<file path="src/rtl/lsq_slot_tracker_if.sv">
// Handshake bundle between the LSQ slot tracker, the dispatch/completion
// pipeline and the slot free-list queue.
interface lsq_slot_tracker_if #(
   parameter int SLOTIDW = 4
);
   // dispatch side
   logic               DispValid;
   logic               DispReady;
   logic [SLOTIDW-1:0] AllocId;
   // completion / flush side
   logic               CmplValid;
   logic [SLOTIDW-1:0] CmplId;
   logic               Flush;
   // free-list side
   logic [SLOTIDW-1:0] FreePreOut;
   logic               FreeEmpty;
   logic               FreeFull;
   logic               FreeRable;
   logic               FreeWable;
   logic [SLOTIDW-1:0] FreeDin;
   logic               FreeClean;
   // retire / statistics
   logic               RetireValid;
   logic [SLOTIDW-1:0] RetireId;
   logic [15:0]        StallCnt;

   // environment side: drives requests and free-list status
   modport master (
      output DispValid, CmplValid, CmplId, Flush, FreePreOut, FreeEmpty, FreeFull,
      input  DispReady, AllocId, FreeRable, FreeWable, FreeDin, FreeClean,
             RetireValid, RetireId, StallCnt
   );

   // tracker side
   modport slave (
      input  DispValid, CmplValid, CmplId, Flush, FreePreOut, FreeEmpty, FreeFull,
      output DispReady, AllocId, FreeRable, FreeWable, FreeDin, FreeClean,
             RetireValid, RetireId, StallCnt
   );
endinterface

</file>
<file path="src/rtl/lsq_slot_tracker.sv">
// In-order age tracker for LSQ slots. Pops free slot IDs on dispatch, keeps
// them in program order, marks them done on completion and pushes the head
// back to the free list once it is done. Flush empties the queue and asks
// the free list to reinitialise.
// Optional feature: define LSQ_SLOT_STALL_STATS_EN to build the saturating
// counter of dispatches blocked by an empty free list (StallCnt); otherwise
// StallCnt is tied to zero.
module lsq_slot_tracker #(
   parameter int SLOTIDW = 4,
   parameter int AGEDEEP = 4
) (
   input  logic              Clk,
   input  logic              Rest,
   lsq_slot_tracker_if.slave bus
);
   localparam int AW = $clog2(AGEDEEP);
   localparam int PW = AW + 1;

   // age queue storage: ids are plain data, done bits are control
   logic [SLOTIDW-1:0] id_q [AGEDEEP];
   logic [AGEDEEP-1:0] done_q, done_d;
   logic [PW-1:0]      head_q, head_d;
   logic [PW-1:0]      tail_q, tail_d;

   logic [AW-1:0]      head_idx, tail_idx;
   logic [PW-1:0]      count;
   logic [AGEDEEP-1:0] occ;
   logic               q_full, q_empty;
   logic               disp_ready, alloc, retire;

   assign head_idx = head_q[AW-1:0];
   assign tail_idx = tail_q[AW-1:0];
   assign count    = tail_q - head_q;
   assign q_full   = (head_idx == tail_idx) && (head_q[AW] != tail_q[AW]);
   assign q_empty  = (head_q == tail_q);

   // grant and retire decisions; retire looks only at the registered done bit
   assign disp_ready = !bus.FreeEmpty && !q_full && !bus.Flush;
   assign alloc      = bus.DispValid && disp_ready;
   assign retire     = !q_empty && done_q[head_idx] && !bus.FreeFull && !bus.Flush;

   assign bus.DispReady   = disp_ready;
   assign bus.AllocId     = bus.FreePreOut;
   assign bus.FreeRable   = alloc;
   assign bus.FreeWable   = retire;
   assign bus.FreeDin     = retire ? id_q[head_idx] : '0;
   assign bus.RetireValid = retire;
   assign bus.RetireId    = retire ? id_q[head_idx] : '0;
   assign bus.FreeClean   = bus.Flush;

   // an entry is live when its distance from the head is below the occupancy
   always_comb begin
      occ = '0;
      for (int i = 0; i < AGEDEEP; i++) begin
         logic [AW-1:0] off;
         off    = AW'(i) - head_idx;
         occ[i] = ({1'b0, off} < count);
      end
   end

   // next done bits: flush clears, allocate clears the new tail, completion sets matches
   always_comb begin
      done_d = done_q;
      if (bus.Flush) begin
         done_d = '0;
      end else begin
         if (alloc) begin
            done_d[tail_idx] = 1'b0;
         end
         if (bus.CmplValid) begin
            for (int i = 0; i < AGEDEEP; i++) begin
               if (occ[i] && (id_q[i] == bus.CmplId)) begin
                  done_d[i] = 1'b1;
               end
            end
         end
      end
   end

   // next pointers: flush rewinds both, otherwise advance on allocate / retire
   always_comb begin
      head_d = head_q;
      tail_d = tail_q;
      if (bus.Flush) begin
         head_d = '0;
         tail_d = '0;
      end else begin
         if (retire) begin
            head_d = head_q + 1'b1;
         end
         if (alloc) begin
            tail_d = tail_q + 1'b1;
         end
      end
   end

   // control state register
   always_ff @(posedge Clk or posedge Rest) begin
      if (Rest) begin
         head_q <= '0;
         tail_q <= '0;
         done_q <= '0;
      end else begin
         head_q <= head_d;
         tail_q <= tail_d;
         done_q <= done_d;
      end
   end

   // slot id capture at the tail on allocate
   always_ff @(posedge Clk) begin
      if (alloc) begin
         id_q[tail_idx] <= bus.FreePreOut;
      end
   end

`ifdef LSQ_SLOT_STALL_STATS_EN
   logic [15:0] stall_q, stall_d;

   // count blocked dispatches, saturating; flush cycles do not count
   always_comb begin
      stall_d = stall_q;
      if (bus.DispValid && bus.FreeEmpty && !bus.Flush && (stall_q != 16'hFFFF)) begin
         stall_d = stall_q + 16'd1;
      end
   end

   // stall counter register, cleared only by reset
   always_ff @(posedge Clk or posedge Rest) begin
      if (Rest) begin
         stall_q <= '0;
      end else begin
         stall_q <= stall_d;
      end
   end

   assign bus.StallCnt = stall_q;
`else
   assign bus.StallCnt = '0;
`endif

endmodule

</file>
<file path="src/flat_wrapper.sv">
// flat-port wrapper written by rule: the top's interface ports become plain ports
module lsq_slot_tracker_flat 
#(
   parameter int SLOTIDW = 4,
   parameter int AGEDEEP = 4
)
  (Clk, Rest, bus_DispValid, bus_CmplValid, bus_CmplId, bus_Flush, bus_FreePreOut, bus_FreeEmpty, bus_FreeFull, bus_DispReady, bus_AllocId, bus_FreeRable, bus_FreeWable, bus_FreeDin, bus_FreeClean, bus_RetireValid, bus_RetireId, bus_StallCnt);
  lsq_slot_tracker_if #(.SLOTIDW(SLOTIDW)) bus_i ();
  input  logic Clk;
  input  logic Rest;
  input wire logic [$bits(bus_i.DispValid)-1:0] bus_DispValid;
  input wire logic [$bits(bus_i.CmplValid)-1:0] bus_CmplValid;
  input wire logic [$bits(bus_i.CmplId)-1:0] bus_CmplId;
  input wire logic [$bits(bus_i.Flush)-1:0] bus_Flush;
  input wire logic [$bits(bus_i.FreePreOut)-1:0] bus_FreePreOut;
  input wire logic [$bits(bus_i.FreeEmpty)-1:0] bus_FreeEmpty;
  input wire logic [$bits(bus_i.FreeFull)-1:0] bus_FreeFull;
  output wire logic [$bits(bus_i.DispReady)-1:0] bus_DispReady;
  output wire logic [$bits(bus_i.AllocId)-1:0] bus_AllocId;
  output wire logic [$bits(bus_i.FreeRable)-1:0] bus_FreeRable;
  output wire logic [$bits(bus_i.FreeWable)-1:0] bus_FreeWable;
  output wire logic [$bits(bus_i.FreeDin)-1:0] bus_FreeDin;
  output wire logic [$bits(bus_i.FreeClean)-1:0] bus_FreeClean;
  output wire logic [$bits(bus_i.RetireValid)-1:0] bus_RetireValid;
  output wire logic [$bits(bus_i.RetireId)-1:0] bus_RetireId;
  output wire logic [$bits(bus_i.StallCnt)-1:0] bus_StallCnt;
  assign bus_i.DispValid = bus_DispValid;
  assign bus_i.CmplValid = bus_CmplValid;
  assign bus_i.CmplId = bus_CmplId;
  assign bus_i.Flush = bus_Flush;
  assign bus_i.FreePreOut = bus_FreePreOut;
  assign bus_i.FreeEmpty = bus_FreeEmpty;
  assign bus_i.FreeFull = bus_FreeFull;
  assign bus_DispReady = bus_i.DispReady;
  assign bus_AllocId = bus_i.AllocId;
  assign bus_FreeRable = bus_i.FreeRable;
  assign bus_FreeWable = bus_i.FreeWable;
  assign bus_FreeDin = bus_i.FreeDin;
  assign bus_FreeClean = bus_i.FreeClean;
  assign bus_RetireValid = bus_i.RetireValid;
  assign bus_RetireId = bus_i.RetireId;
  assign bus_StallCnt = bus_i.StallCnt;
  lsq_slot_tracker #(.SLOTIDW(SLOTIDW), .AGEDEEP(AGEDEEP)) u_core (.Clk(Clk), .Rest(Rest), .bus(bus_i));
endmodule
</file>
<file path="config.mk">
export PLATFORM = sky130hd
export DESIGN_NAME = lsq_slot_tracker_flat
export DESIGN_NICKNAME = d
export VERILOG_FILES = /design/src/rtl/lsq_slot_tracker_if.sv /design/src/rtl/lsq_slot_tracker.sv /design/src/flat_wrapper.sv
export SDC_FILE = /design/constraint.sdc
export NUM_CORES = 1
export LEC_CHECK = 0
export CORE_MARGIN = 8
export CORE_UTILIZATION = 45
export CTS_CLUSTER_SIZE = 28
export DETAILED_ROUTE_END_ITERATION = 16
export PLACE_DENSITY = 0.75
export SLEW_MARGIN = 10
export SYNTH_ARGS = -nofsm -noshare
export SYNTH_HDL_FRONTEND = slang
export SYNTH_SLANG_ARGS = --single-unit
</file>
<file path="constraint.sdc">
create_clock -name Clk -period 3.4 [get_ports Clk]
set_input_delay 0.68 -clock Clk [delete_from_list [all_inputs] [get_ports Clk]]
set_output_delay 0.68 -clock Clk [all_outputs]
set_load 0.03 [all_outputs]
</file>
* Yosys cells after proc, flatten, opt, wreduce, memory -nomap -nowiden
Memories as Yosys holds them, arrays and structs flattened.
Cells that the tools add are included.
** Storage, ports and cells
- Memories kept :: 1
- Output and inout port bits :: 33
- Bits in registers :: 10
- RAM bits :: 16
- Input bits :: 15
- Logic and storage cells :: 64
** Memory list
- u_core.id_q :: depth 4, bits a word 4, read ports 5, clocked after Yosys merged registers in 0, wr ports 1, line lsq_slot_tracker.sv:20 : logic [SLOTIDW-1:0] id_q [AGEDEEP];
** Operators by class
- Eq/ne operators :: 7
- $lt $le $gt $ge :: 7
- Bitwise gates (word level) :: 2
- Add/subtract/negate cells :: 7
- Multiplexer cells :: 18
- Reductions and logical operators :: 19
** Operator list (count)
- $eq A4 B4 Y1 :: 4
- $mux W4 :: 4
- $logic_and A1 B1 Y1 :: 12
- $lt A2 B3 Y1 :: 4
- $mux W3 :: 4
- $mux W1 :: 8
- $add A3 B1 Y3 const B :: 2
- $lt A2 B3 Y1 const B :: 2
- $logic_not A1 Y1 :: 5
- $and A4 B4 Y4 :: 1
- $not A4 Y4 :: 1
- $reduce_bool A2 Y1 :: 2
- $sub A1 B2 Y2 const A :: 2
- $sub A2 B2 Y2 const A :: 2
- $eq A3 B3 Y1 :: 1
- $sub A3 B3 Y3 :: 1
- $bmux W1 S2 :: 1
- $demux W1 S2 :: 1
- $eq A2 B2 Y1 :: 1
- $ge A2 B1 Y1 const B :: 1
- $ne A1 B1 Y1 :: 1

* Longest topological paths before layout
Gate-level depths: netlist (run 1).
- Depth in word-level cells :: 10
- Depth in mapped cells :: 9

* Worst setup path after synthesis (run 1)
No wires, ideal clock.
- Path type :: register to output
- Start :: reg u_core.head_q[1]
- End :: out bus_RetireId[0]
- Arrival time :: 2.422 ns
- Cell stages (with the launch flop) :: 8
- Path slack :: 0.298 ns
- Required time :: 2.720 ns
- Path buffers :: 1
- Cells stage by stage :: dfrtp_1 inv_1 ha_1 and2_1 a221oi_2 nand3_1 nor2b_1 buf_4
** Between the ends
- Cells in the longest elaborated chain, start to end :: 6
- Elaborated cells between the ends (all ways) :: 9
- Classes of those cells :: eq/ne (1); mux (3); reduce/logical (4); memory (1)
** RTL lines
- start: declaration :: line lsq_slot_tracker.sv:22 : logic [PW-1:0] head_q, head_d;
- start signal: assignment :: line lsq_slot_tracker.sv:100 : head_q <= '0;
- start signal: assignment :: line lsq_slot_tracker.sv:104 : head_q <= head_d;
- $bmux W1 S2 or $eq A3 B3 Y1 (tied branches) :: line lsq_slot_tracker.sv:40, lsq_slot_tracker.sv:35
- $mux W1 (not written as such) or $logic_not A1 Y1 (tied branches) :: line lsq_slot_tracker.sv:40 : assign retire = !q_empty && done_q[head_idx] && !bus.FreeFull && !bus.Flush;
- $logic_and A1 B1 Y1 (3 in a row) :: line lsq_slot_tracker.sv:40
- $mux W4 *
- end: declaration :: line flat_wrapper.sv:25 : output wire logic [$bits(bus_i.RetireId)-1:0] bus_RetireId;
Mark *: on every way between the ends. The rest lies on a longest branch, timed or not. The select of a mux whose other input is x is not followed.

* Final worst setup path (run 1)
- Start :: reg u_core.tail_q[0]
- End :: out bus_RetireId[3]
** Between the ends
- Cells in the longest elaborated chain, start to end :: 6
** RTL lines
- start: declaration :: line lsq_slot_tracker.sv:23 : logic [PW-1:0] tail_q, tail_d;
- start signal: assignment :: line lsq_slot_tracker.sv:105 : tail_q <= tail_d;
- $eq A3 B3 Y1 :: line lsq_slot_tracker.sv:35 : assign q_empty = (head_q == tail_q);
- $logic_not A1 Y1 :: line lsq_slot_tracker.sv:40
- $logic_and A1 B1 Y1 (3 in a row) :: line lsq_slot_tracker.sv:40
- $mux W4 :: line lsq_slot_tracker.sv:48 : assign bus.RetireId = retire ? id_q[head_idx] : '0;
No other way between the ends.

==> results of run 1 <==
-- Yosys cell counts (all sizes together), types with 2 or more instances --
| cell | number | area share |
|---|---|---|
| xnor2 | 14 | 0.068 |
| dfrtp | 10 | 0.14 |
| buf | 27 | 0.11 |
| mux2 | 4 | 0.025 |
| xor2 | 5 | 0.024 |
| mux4 | 4 | 0.050 |
| inv | 14 | 0.029 |
| mux2i | 2 | 0.011 |
| nor2 | 5 | 0.010 |
| o21ai | 4 | 0.011 |
| a32o | 3 | 0.017 |
| edfxtp | 16 | 0.27 |
| nor2b | 8 | 0.028 |
| nand3 | 6 | 0.017 |
| nor3 | 5 | 0.014 |
| ha | 14 | 0.097 |
| nand2 | 7 | 0.015 |
| and2 | 2 | 0.0069 |
| clkbuf | 2 | 0.0042 |
-- metrics by stage --
| step | instances | instance area (um^2) | hold WS (ns) |
|---|---|---|---|
| after global placement | 235 | 2070 | 0.491 |
| final | 239 | 2140 | 0.523 |
| after detailed placement | 235 | 2070 | 0.503 |
| after global routing | 239 | 2140 | 0.570 |
| after CTS | 239 | 2140 | 0.522 |
| after floorplan | 176 | 1860 | 0.473 |
-- worst paths after layout --
path	from	endpoint	slack, ns	cells after the start
min in group asynchronous	Rest	u_core.tail_q[0]	0.69	2
min	u_core.done_q[3]	u_core.done_q[3]	0.52	1
max in group asynchronous	Rest	u_core.done_q[1]	2.42	2
min reg2reg	u_core.done_q[3]	u_core.done_q[3]	0.52	1
max	u_core.tail_q[0]	bus_RetireId[3]	0.25	7
max reg2reg	u_core.head_q[0]	u_core.done_q[2]	1.16	9
-- layout make-up --
cell class              instances  area, um^2  share of cell area
multi-input cells             107         871               0.407
flip-flops and latches         26         731               0.341
repair buffers                 38         353               0.165
well taps                      50        62.6              0.0292
inverters                      14        52.6              0.0245
clock buffers                   3        41.3              0.0193
clock inverters                 1        30.0              0.0140
-- per-layer routing --
layer | global-route usage | vias up | routed length [um]
met1 | 0.132 | 581 | 1530
met3 | 0.0146 | 7 | 191
met4 | 0.0556 | 0 | 82
li1 | - | 565 | -
met5 | 0 | - | 0
met2 | 0.211 | 44 | 1880
-- timing repair --
| action | 4_1_cts | 5_1_grt |
|---|---|---|
| hold buffers | 0 | 0 |
| setup endpoints to repair | 6 | 2 |
| gates resized for setup | 6 | 2 |
| endpoints found under the hold margin | 0 | 0 |
-- power by group through the flow --
stage / combinational [mW] / sequential [mW] / clock [mW]
2_1_floorplan: 0.0898 / 0.350 / 0
3_3_place_gp: 0.111 / 0.351 / 0
3_5_place_dp: 0.114 / 0.351 / 0
4_1_cts: 0.114 / 0.344 / 0.262
5_1_grt: 0.124 / 0.345 / 0.272
6_report: 0.114 / 0.344 / 0.258
-- kinds of logic after synthesis --
kind of cell	Yosys count
XOR/XNOR	19
AO/OA/AOI/OAI	14
other	1
AND/OR/NAND/NOR	33
flip-flops	26
adder cells (fa/ha/maj)	15
buffers and inverters	43
multiplexers	10
-- flip-flops by register name, indices dropped and copies added (netlist names) --
register       cells
u_core.done_q      4
u_core.id_q       16
u_core.tail_q      3
u_core.head_q      3
-- cells in the final DEF (no fill, tap or decap), drive strengths merged --
cell type       n
a41o            1
inv            14
xor2            5
ha             14
mux2i           2
o31ai           1
bufinv          1
dlymetal6s2s    2
conb           16
fa              1
edfxtp         16
xnor2          14
a22o            1
clkdlybuf4s50  20
dlygate4sd2     6
a32o            3
a211oi          1
and2            2
o21ai           4
a221oi          1
nor3            5
nand2           7
nor2b           8
clkbuf          3
mux4            4
mux2            4
a21oi           1
nand3           6
buf            10
dfrtp          10
nor2            5
a2111oi         1
-- critical path, cell delays in order, from the launching register on --
cell and delay [ns]:
dfrtp_1 0.44, inv_1 0.13, ha_1 0.30, and2_1 0.19
a221oi_2 0.28, nand3_1 0.24, nor2b_1 0.19, dlygate4sd2_1 0.43
==> metrics.md, run 1 <==
| Metric | Value |
|---|---|
| Compound-Gate Fraction of Synth Area | 0.0727 |
| Final hold vios | 0 |
| Worst setup SP type | flop |
| Initial antenna violation count | 0 |
| Post-Synth Adder-Cell Area | 0.108 |
| Largest family of logic cells by synthesized area | buffers and inverters |
| Port Buffer Count | 31 |
| H-tree depth | 1 |
| Total track usage | 0.117 |
| CP Capture Type | output port |
| Area growth, synth to finish | 18.4% |
| Synth Flop Type | edfxtp_1 |
| Synth async-reset ratio | 0.385 |
| Pint | 541 uW |
| Inserted Diodes | 0 |
| Number of synthesized flops with an enable pin | 16 |
| Combinational share of power | 0.159 |
| Unique masters post-synth | 29 |
| Net Sw Power | 175 uW |
| Core utilization of the finished layout | 0.543 |
| DR WL/cell | 15.4 um |
| # DRC | 0 |
| First-pass GRT wire length | 5.84 mm |
| Routed wire length | 3.68 mm |
| Simple-gate share of the synthesized area | 0.0900 |
| Antenna-violating nets left | 0 |
| Setup slack at placement | about 0.25 ns |
| GRT overflow | 0 |
| Clk Latency, worst-skew pair | between 0.2 and 0.3 ns |
| Final #Nets | 220 |
| Max cap viols | 0 |
| Yosys reg bits | 26 |
| I/O pin total | 48 |
| Clock sinks | 26 |
| Die X | approximately 79 um |
| # Post-CTS Setup Buffers | 0 |
| Worst Path Max Fanout | 5 |
| Initial core utilization | 0.459 |
| Vias in the first global route | 1256 |
| Core Footprint | 3940 um^2 |
| Seq/Total Area, Yosys | 0.404 |
| Part of the power in registers | 0.481 |
| Clock skew | 0.00488 ns |
| Clock tree buffer depth | 2 |
| RSZ-0062 raised after global routing | no |
| PwrDens | between 300 and 400 nW/um^2 |
| Proportion of layout cells with a drive suffix above 1 | 0.111 |
| CTS buffer count | 3 |
| Gate Count Post-Synth | 161 |
| Fmax achieved | approximately 0.32 GHz |
| Placer Congestion | 0.821 |
| Critical path type | flop to output port |
| CTS tree | built |
| Setup violations, final | 0 |
| Mux share of post-synthesis cell area | 0.0858 |
| Dpl hpwl | about 3.1 mm |
| Post-Syn Area | 1810 um^2 |
| Post-synthesis xor/xnor area fraction | 0.0920 |
| Critical path data arrival time | 2.47 ns |
| Final setup margin | 0.246 ns |
| Fin crit share | 0.928 |
| Clk pwr share | 0.360 |
| Worst hold path class | flop to flop |
| Net Sw Frac | 0.244 |
| Std cell rows | 23 |
| Clock root cell | clkbuf_8 |
| Clock transition at path regs | 0.09 ns |
| Setup TNS | 0 ns |
| Vias | 1197 |
| Pins Over Slew Limit | 0 |
| Initial DRT Pass Iterations | 5 |
| VDD IR max | ~0.00019 V |
| Post-Syn Area per Cell | 11.2 um^2 |
| Overall power | 716 uW |
| Largest net degree at the start of global routing | 16 |
| Period minus WS final | 3.15 ns |
| YS warnings | 0 |
| Initial DRC Count | 46 |
| DR vias/cell | 5.01 |
| Pleak | 0.956 nW |
| Die area | 6300 um^2 |
| Die Ht | 79.4 um |
| Crit path required time | 2.72 ns |
| Filler Cell Count | 327 |
| Status | complete, no violations |
No activity file was read; power rests on OpenSTA's default activity.
==> inputs of run 2 (changes only) <==
- ABC_CLOCK_PERIOD_IN_PS: not set -> 3400
==> results of run 2 <==
The final DEF is identical to that of run 1; final timing and power are the same.
